<file path="src/rtl/pll_reset_sequencer.sv">
// pll_reset_sequencer
//   Drives the RESETB/BYPASS pins of an SB_PLL40_CORE and supervises its LOCK
//   output. At power-up the PLL is held in reset, then lock is awaited with a
//   timeout and a bounded number of retries. Lock must stay continuously
//   present for STABLE_CYCLES before downstream logic leaves reset. While
//   running, loss of lock re-enters the full reset/relock sequence. Lives in
//   the reference clock domain.
//
// Ports
//   clk          reference clock (also the PLL reference input)
//   rst          asynchronous active-high reset
//   pll_lock     PLL LOCK, asynchronous, synchronized internally
//   pll_resetb   PLL RESETB, active low
//   pll_bypass   PLL BYPASS
//   sys_rst      active-high reset for downstream logic
//   ready        high only in RUN
//   fail         high only in FAIL
//   lock_lost    sticky flag: lock dropped while in RUN
//   retry_count  lock attempts consumed after the first one
//   state        current FSM state, for debug/LEDs
module pll_reset_sequencer #(
  parameter int RESET_CYCLES   = 16,
  parameter int LOCK_TIMEOUT   = 4096,
  parameter int STABLE_CYCLES  = 256,
  parameter int MAX_RETRIES    = 3,
  parameter bit BYPASS_ON_FAIL = 1'b1,
  localparam int RW = (MAX_RETRIES > 0) ? $clog2(MAX_RETRIES + 1) : 1
) (
  input  logic          clk,
  input  logic          rst,
  input  logic          pll_lock,
  output logic          pll_resetb,
  output logic          pll_bypass,
  output logic          sys_rst,
  output logic          ready,
  output logic          fail,
  output logic          lock_lost,
  output logic [RW-1:0] retry_count,
  output logic [2:0]    state
);

  localparam int MAX_AB  = (RESET_CYCLES > LOCK_TIMEOUT) ? RESET_CYCLES : LOCK_TIMEOUT;
  localparam int MAX_CYC = (MAX_AB > STABLE_CYCLES) ? MAX_AB : STABLE_CYCLES;
  localparam int CW      = $clog2(MAX_CYC + 1);

  localparam logic [CW-1:0] RESET_LAST   = CW'(RESET_CYCLES - 1);
  localparam logic [CW-1:0] TIMEOUT_LAST = CW'(LOCK_TIMEOUT - 1);
  localparam logic [CW-1:0] STABLE_LAST  = CW'(STABLE_CYCLES - 1);
  localparam logic [RW-1:0] RETRY_MAX    = RW'(MAX_RETRIES);

  typedef enum logic [2:0] {
    PLL_RESET = 3'd0,
    WAIT_LOCK = 3'd1,
    STABLE    = 3'd2,
    RUN       = 3'd3,
    FAIL      = 3'd4
  } state_t;

  state_t        state_q, next_state;
  logic [CW-1:0] counter_q, counter_d;
  logic [RW-1:0] retry_d;
  logic          lost_d;
  logic [1:0]    lock_sync;
  logic          lock_s;
  logic          resetb_d, bypass_d, sys_rst_d, ready_d, fail_d;

  assign lock_s = lock_sync[1];
  assign state  = state_q;

  // State register. The pin outputs are registered from next-state decode so
  // they change on the same edge as the state they belong to.
  always_ff @(posedge clk or posedge rst) begin
    if (rst) begin
      state_q     <= PLL_RESET;
      counter_q   <= '0;
      retry_count <= '0;
      lock_lost   <= 1'b0;
      lock_sync   <= 2'b00;
      pll_resetb  <= 1'b0;
      pll_bypass  <= 1'b0;
      sys_rst     <= 1'b1;
      ready       <= 1'b0;
      fail        <= 1'b0;
    end else begin
      state_q     <= next_state;
      counter_q   <= counter_d;
      retry_count <= retry_d;
      lock_lost   <= lost_d;
      lock_sync   <= {lock_sync[0], pll_lock};
      pll_resetb  <= resetb_d;
      pll_bypass  <= bypass_d;
      sys_rst     <= sys_rst_d;
      ready       <= ready_d;
      fail        <= fail_d;
    end
  end

  // Next-state logic. The cycle counter is cleared on every transition and
  // never counts in RUN/FAIL, so it cannot wrap.
  always_comb begin
    next_state = state_q;
    counter_d  = counter_q;
    retry_d    = retry_count;
    lost_d     = lock_lost;
    case (state_q)
      PLL_RESET: begin
        if (counter_q == RESET_LAST) begin
          next_state = WAIT_LOCK;
          counter_d  = '0;
        end else begin
          counter_d = counter_q + 1'b1;
        end
      end
      WAIT_LOCK: begin
        if (lock_s) begin
          next_state = STABLE;
          counter_d  = '0;
        end else if (counter_q == TIMEOUT_LAST) begin
          counter_d = '0;
          if (retry_count == RETRY_MAX) begin
            next_state = FAIL;
          end else begin
            next_state = PLL_RESET;
            retry_d    = retry_count + 1'b1;
          end
        end else begin
          counter_d = counter_q + 1'b1;
        end
      end
      STABLE: begin
        // A lock glitch here restarts the wait without spending a retry.
        if (!lock_s) begin
          next_state = WAIT_LOCK;
          counter_d  = '0;
        end else if (counter_q == STABLE_LAST) begin
          next_state = RUN;
          counter_d  = '0;
        end else begin
          counter_d = counter_q + 1'b1;
        end
      end
      RUN: begin
        // Loss of lock starts a fresh sequence with a full retry budget.
        if (!lock_s) begin
          next_state = PLL_RESET;
          counter_d  = '0;
          retry_d    = '0;
          lost_d     = 1'b1;
        end
      end
      FAIL: begin
        counter_d = '0;
      end
      default: begin
        // Illegal encodings recover exactly as if rst had been applied.
        next_state = PLL_RESET;
        counter_d  = '0;
        retry_d    = '0;
        lost_d     = 1'b0;
      end
    endcase
  end

  // Output decode of the next state, fed into the output registers above.
  always_comb begin
    resetb_d  = 1'b0;
    bypass_d  = 1'b0;
    sys_rst_d = 1'b1;
    ready_d   = 1'b0;
    fail_d    = 1'b0;
    case (next_state)
      WAIT_LOCK, STABLE: begin
        resetb_d = 1'b1;
      end
      RUN: begin
        resetb_d  = 1'b1;
        sys_rst_d = 1'b0;
        ready_d   = 1'b1;
      end
      FAIL: begin
        fail_d    = 1'b1;
        bypass_d  = BYPASS_ON_FAIL;
        sys_rst_d = ~BYPASS_ON_FAIL;
      end
      default: begin
        resetb_d = 1'b0;
      end
    endcase
  end

endmodule

</file>
<file path="config.mk">
export PLATFORM = sky130hd
export DESIGN_NAME = pll_reset_sequencer
export DESIGN_NICKNAME = d
export VERILOG_FILES = /design/src/rtl/pll_reset_sequencer.sv
export SDC_FILE = /design/constraint.sdc
export NUM_CORES = 1
export LEC_CHECK = 0
export ABC_CLOCK_PERIOD_IN_PS = 2070
export CAP_MARGIN = 20
export CELL_PAD_IN_SITES_DETAIL_PLACEMENT = 0
export CELL_PAD_IN_SITES_GLOBAL_PLACEMENT = 2
export CORE_MARGIN = 10
export CORE_UTILIZATION = 35
export DETAILED_ROUTE_END_ITERATION = 8
export PLACE_DENSITY = 0.88
export RECOVER_POWER = 25
export SETUP_SLACK_MARGIN = 0.1
export SLEW_MARGIN = 20
export SYNTH_ARGS = -nofsm -noshare
export SYNTH_HDL_FRONTEND = slang
export SYNTH_SLANG_ARGS = --single-unit
</file>
<file path="constraint.sdc">
create_clock -name clk -period 2.07 [get_ports clk]
set_input_delay 0.414 -clock clk [delete_from_list [all_inputs] [get_ports clk]]
set_output_delay 0.414 -clock clk [all_outputs]
set_load 0.1 [all_outputs]
</file>
Yosys cells after proc, flatten, opt, wreduce, memory -nomap -nowiden:

Cells that the tools add are included.

* add/subtract/negate cells: 2
* equal/unequal tests: 16
* muxes and demuxes: 26
* bitwise logic cells: 2
* reductions and logical operators: 7

Operators with widths (number)
* 2-to-1 mux 13 bit: 6
* case mux 13 bit (4 select lines): 1
* 2-to-1 mux 3 bit: 7
* case mux 3 bit (5 select lines): 1
* adder 13 x 1 -> 13 bit, second input constant: 1
* equality test 13 x 12 -> 1 bit, second input constant: 1
* equality test 13 x 4 -> 1 bit, second input constant: 1
* equality test 13 x 8 -> 1 bit, second input constant: 1
* equality test 3 x 2 -> 1 bit, second input constant: 4
* 2-to-1 mux 2 bit: 4
* inequality test 2 bit, second input constant: 4
* equality test 3 x 1 -> 1 bit, second input constant: 2
* equality test 3 bit, second input constant: 2
* case mux 2 bit (3 select lines): 1
* OR reduction 3 bit: 2
* 2-to-1 mux 1 bit: 5
* AND reduction 5 bit: 1
* OR reduction 4 bit: 1
* logical NOT 3 bit: 1
* adder 2 x 1 -> 2 bit, second input constant: 1
* equality test 2 bit, second input constant: 1
* inverter 1 bit: 2
* case mux 1 bit (2 select lines): 1
* AND reduction 2 bit: 1
* OR reduction 2 bit: 1

* bits in registers: 25
* bits of input ports: 3
* output and inout bits: 11
* word-level logic and storage cells: 62

Logic depth before layout (Yosys ltp):

Gate-level depths: netlist (run 1).

* depth in word-level cells: 8
* gate-level depth with buffers: 7
* gate-level depth less buffers: 6

Worst setup path after synthesis (run 1):

No wires, ideal clock.

* kind: flip-flop to flip-flop
* start: register state_q[2] (netlist: state[2])
* end: register counter_q[0]
* library setup time: 0.125 ns
* arrival: 2.077 ns
* required time: 1.945 ns
* slack: -0.132 ns
* stages on the path, launching flop included: 7
* path buffers: 2
* period minus slack after synthesis: 2.202 ns
* cell sequence: dfrtp_1 -> clkbuf_1 -> nor2_1 -> o21ai_0 -> o211ai_2 -> buf_6 -> mux2_2

* word-level cells in the longest chain between the ends: 2
* elaborated cells between the ends (all ways): 6
* those cells by class: 4 x eq/ne; 1 x mux; 1 x reduce/logical

RTL lines
* start, declared: line 59 `state_t state_q, next_state;`
* start signal, assigned: line 85 `state_q <= next_state;`
* equality test 3 x 2 -> 1 bit (tied with other cells): line 105 `case (state_q)`
* case mux 13 bit (4 select lines) / inequality test 2 bit (equally long branches)
* end signal, assigned: line 86 `counter_q <= counter_d;`
* end, declared: line 60 `logic [CW-1:0] counter_q, counter_d;`

Parallel ways exist; a longest one is shown, timed or not.
A chain may end at the register's enable or synchronous reset.

Worst setup path after layout (run 1):

* start: register counter_q[9]
* end: register counter_q[4]

* word-level cells in the longest chain between the ends: 4
* elaborated cells between the ends (all ways): 9
* those cells by class: 3 x eq/ne; 6 x mux

RTL lines (line)
* equality test 13 x 8 -> 1 bit / equality test 13 x 12 -> 1 bit (equally long branches): 135, 118
* 2-to-1 mux 13 bit (on tied branches): 135, 118
* 2-to-1 mux 13 bit (on tied branches): 132, 115
* case mux 13 bit (4 select lines) *: 105

Every way passes the cells marked *; elsewhere a longest branch is shown, timed or not.

==> results list, run 1 <==
- The flow ran to the end, and the final reports show no timing, DRC or antenna violations.
* Flop-to-flop setup slack: roughly 0.14 ns
- P_leak: about 0.00077 uW
- The worst register-to-register path ends at counter_q[4].
* Port Buffers: 13
- Number of diodes: 0
- 14 I/O pins were placed.
- For this block, the via count after detailed routing is around 1.1k.
- Hold buffers post-CTS: 0
- Min-Delay Startpoint: lock_sync[0]
- The tree built by TritonCTS fans out to 25 sinks.
- Counting cells, the worst reg-to-reg path comes to 5.
- Effective utilization at floorplan: a little over a third
* Final std cells w/o fill: 217
- Clock tree buffer depth: 2
- In this run the worst path has a maximum fanout of 10.
- Cell total after placement: around 210
- Core area: 3690 um^2
- The number of antenna violations at the first check in global routing came to 0.
* 1st-pass router iterations: 4
* Cell at the root of the clock tree: sky130_fd_sc_hd__clkbuf_8
- At the later pin of the worst-skew pair, clock insertion delay measures about 0.27 ns.
* Largest voltage drop on the vdd net: 510 uV
* # H-tree levels: 1
- Leaving out fill and tap cells, the most frequent cell in the layout is sky130_fd_sc_hd__buf_4.
- Summing the areas of all xor and xnor instances in the mapped netlist gives 2.60% of the synthesized area.
- Cell internal power was estimated by the tool at 1060 uW.
- Part of the total power dissipated in the clock network: between 10% and 20%
* Final TNS setup: 0 ns
- Fraction of the mapped netlist area in simple logic gates: 22.8%
- STA classifies the critical path endpoint as a register.
* Fraction of the mapped netlist area in adder cells: 1.86%
- Crit path setup slack, layout: 0.135 ns
* Syn_nets: between 100 and 150
- Clock tree skew after final layout: 0.00504 ns
* Overall overflow remaining after global route: 0
* Critical path data arrival time: 2.10 ns
* Worst hold endpoint: lock_sync[1]
- Area fraction in compound gates after synthesis: 18.9%
- Among all flip-flop cells after synthesis, the most frequent one is sky130_fd_sc_hd__dfrtp_1.
- Power, Total: between 1500 and 2000 uW
- Combinational cell fraction of total power: 48.2%
- Proportion of register bits with asynchronous set or reset after synthesis: 100%
- Global-route wire length before repair: between 5000 and 6000 um
- After the first detailed-routing iteration, the DRC count stood at 49.
- The critical path in this run is classified as register to register.
- The worst pin sits at a relative slew slack of 74.7%.
- Synthesis inferred 25 register bits.
- Timing would allow up to ~0.52 GHz.
- Number of enable flip-flop cells after synthesis: 0
- The post-route netlist has 33.7% of its cells at a drive strength greater than 1.
* Number of antenna-violating nets in the routed design: 0
- Final Slew Violations: 0
- Share of total power consumed by net switching: 40.8%
* DIE AREA: 6730 um^2
- STA classifies the critical path startpoint as a register.
* Summed instance area of the synthesized netlist: 1350 um^2
- Largest net degree at the start of global routing: 26
- Final HPWL from detailed placement: between 2000 and 2500 um
- Synthesized netlist cell count: 140
- Post-detailed-route DRC marker count: 0
* Post-Synthesis Mean Instance Area: 9.62 um^2
- Proportion of synthesized chip area in sequential cells: 46.6%
- Min Tclk post-route: 1.93 ns
* Portion of the clock cycle consumed by the worst path in the final layout: 93.5%
- Worst-case setup slack after placement: 0.0142 ns
* Fraction of synthesized area in multiplexers: 1.58%
- Total GRT Usage: 9.55%
- Final Net Count: 175
* Fraction of power consumed by sequential logic: 35.7%
- In the layout the commonest cells are sky130_fd_sc_hd__buf_4 (28), sky130_fd_sc_hd__dfrtp_1 (21), sky130_fd_sc_hd__nand2_1 (14).
- Final setup fails: 0
- After detailed routing, the number of vias per cell comes to between 5 and 6.
- Clock tree synthesis inserted a total of 3 buffers.
- In this run, distinct cell masters in the synthesized netlist total 45.
* Vias in the first global route: 1123
- Count of cells along the worst hold path: 0
- Final GP Congestion: 0.759
* Signed area change from the synthesized netlist to the final layout: 30.9%
- Number of hold violations in the final report: 0
- Clock slew at the register clock pins of the worst setup and hold paths: 0.08 ns
* Unrepaired setup endpoints after global routing: yes
- Worst slew pin tran: 0.376 ns
- Maximum capacitance violations: 0
* Reported net switching power: 731 uW
- Data on the critical path is required at its endpoint by 2.23 ns.
- Final routed wire length divided by cell count: 13.9 um
- Power spread over the standard cell area amounts to 1020 nW/um^2.
- In this run the vertical extent of the chip is a little over 80 um.
* Number of placement rows: 22
- Clock tree from TritonCTS: built
* Chip Width: 82.0 um
- Class of the tightest hold or removal check: register to register
- Overall routed net length: 3010 um
* Dominant combinational cell family by area after synthesis: simple AND/OR/NAND/NOR gates
- Reg-to-reg startpoint: counter_q[9]
* Synthesis Warnings: 0
## metrics by stage
stage	utilization [%]	hold slack [ns]	area, um^2
finish	47.8	0.357	1760
global route	47.8	0.377	1760
CTS	45.9	0.361	1690
detailed placement	44.2	0.341	1630
global placement	44.2	0.336	1630
floorplan	-	0.331	1350
## power groups by stage
stage                     Sequential, uW  Clock [uW]  Combinational (uW)
final                                638         289                 863
after global routing                 650         330                 922
after CTS                            644         297                 764
after detailed placement             653           0                 735
after global placement               645           0                 719
after floorplan                      834           0                 361
## flip-flops by register name, indices dropped and copies added (netlist names)
signal,count
counter_q,13
fail,1
lock_lost,1
lock_sync,2
pll_resetb,1
ready,1
retry_count,2
state,3
sys_rst,1
## worst max-delay path by stage
stage                       startpoint            to  slack, ns  cells after the start
after floorplan               state[2]  counter_q[0]       0.16                      6
after global routing      counter_q[9]  counter_q[4]       0.06                      5
after global placement    counter_q[9]  counter_q[4]       0.06                      5
after CTS                 counter_q[0]       sys_rst       0.10                      7
after detailed placement  counter_q[0]  counter_q[4]       0.01                      6
final                     counter_q[9]  counter_q[4]       0.14                      5
## cell usage after synthesis, types with 2 or more instances
library cell / count / area [um^2]
sky130_fd_sc_hd__o21ai_0: 8 / 40.0
sky130_fd_sc_hd__a21oi_1: 7 / 35.0
sky130_fd_sc_hd__o31ai_1: 2 / 15.0
sky130_fd_sc_hd__xnor2_1: 3 / 26.3
sky130_fd_sc_hd__nor4_1: 2 / 12.5
sky130_fd_sc_hd__nor3_1: 7 / 35.0
sky130_fd_sc_hd__dfrtp_1: 24 / 601
sky130_fd_sc_hd__clkbuf_1: 5 / 18.8
sky130_fd_sc_hd__nor2_1: 13 / 48.8
sky130_fd_sc_hd__nand4_1: 2 / 12.5
sky130_fd_sc_hd__a21o_2: 2 / 17.5
sky130_fd_sc_hd__or2_2: 2 / 12.5
sky130_fd_sc_hd__buf_2: 2 / 10.0
sky130_fd_sc_hd__ha_1: 2 / 25.0
sky130_fd_sc_hd__nor4b_1: 3 / 26.3
sky130_fd_sc_hd__inv_1: 8 / 30.0
sky130_fd_sc_hd__nand3_1: 4 / 20.0
sky130_fd_sc_hd__nand2_1: 14 / 52.6
sky130_fd_sc_hd__a22o_1: 2 / 17.5
sky130_fd_sc_hd__a31oi_1: 3 / 18.8
## routing by layer
layer / GRT usage, % / share of wire, %
met5: 0 / 0
met4: 1.70 / 0.27
met3: 3.38 / 5.1
met2: 15.0 / 47
met1: 12.5 / 48
## critical path, stage by stage (launching register included)
cell                       delay [ns]
sky130_fd_sc_hd__dfrtp_1         0.38
sky130_fd_sc_hd__or4_4           0.56
sky130_fd_sc_hd__o311ai_4        0.27
sky130_fd_sc_hd__o211ai_4        0.19
sky130_fd_sc_hd__a21o_2          0.25
sky130_fd_sc_hd__a22o_1          0.17
## logic make-up (layout without fill, tap and decap cells)
group,after synthesis,in the layout
AO/OA/AOI/OAI,34,34
multiplexers,2,2
adder cells (fa/ha/maj),2,2
flip-flops,25,25
buffers and inverters,17,46
AND/OR/NAND/NOR,56,56
XOR/XNOR,4,4
## what timing repair did
action | CTS | global route
setup endpoints to repair | 9 | 14
gates resized for setup | 4 | 5
pin swaps | 1 | 0
setup buffers | 0 | 4
endpoints found under the hold margin | 0 | 0
## area by class of cell
cell class / instances / area, um^2
clock buffers: 4 / 45.0
inverters: 8 / 30.0
repair buffers: 34 / 310
multi-input cells: 98 / 687
well taps: 48 / 60.1
fillers: 362 / 1930
flip-flops and latches: 25 / 631
No activity file was read; power rests on OpenSTA's default activity.
==> inputs of run 2 (changes only) <==
- CAP_MARGIN: 20 -> default
==> results of run 2 <==
Same layout as run 1: the final DEF is identical, and so are final timing and power.
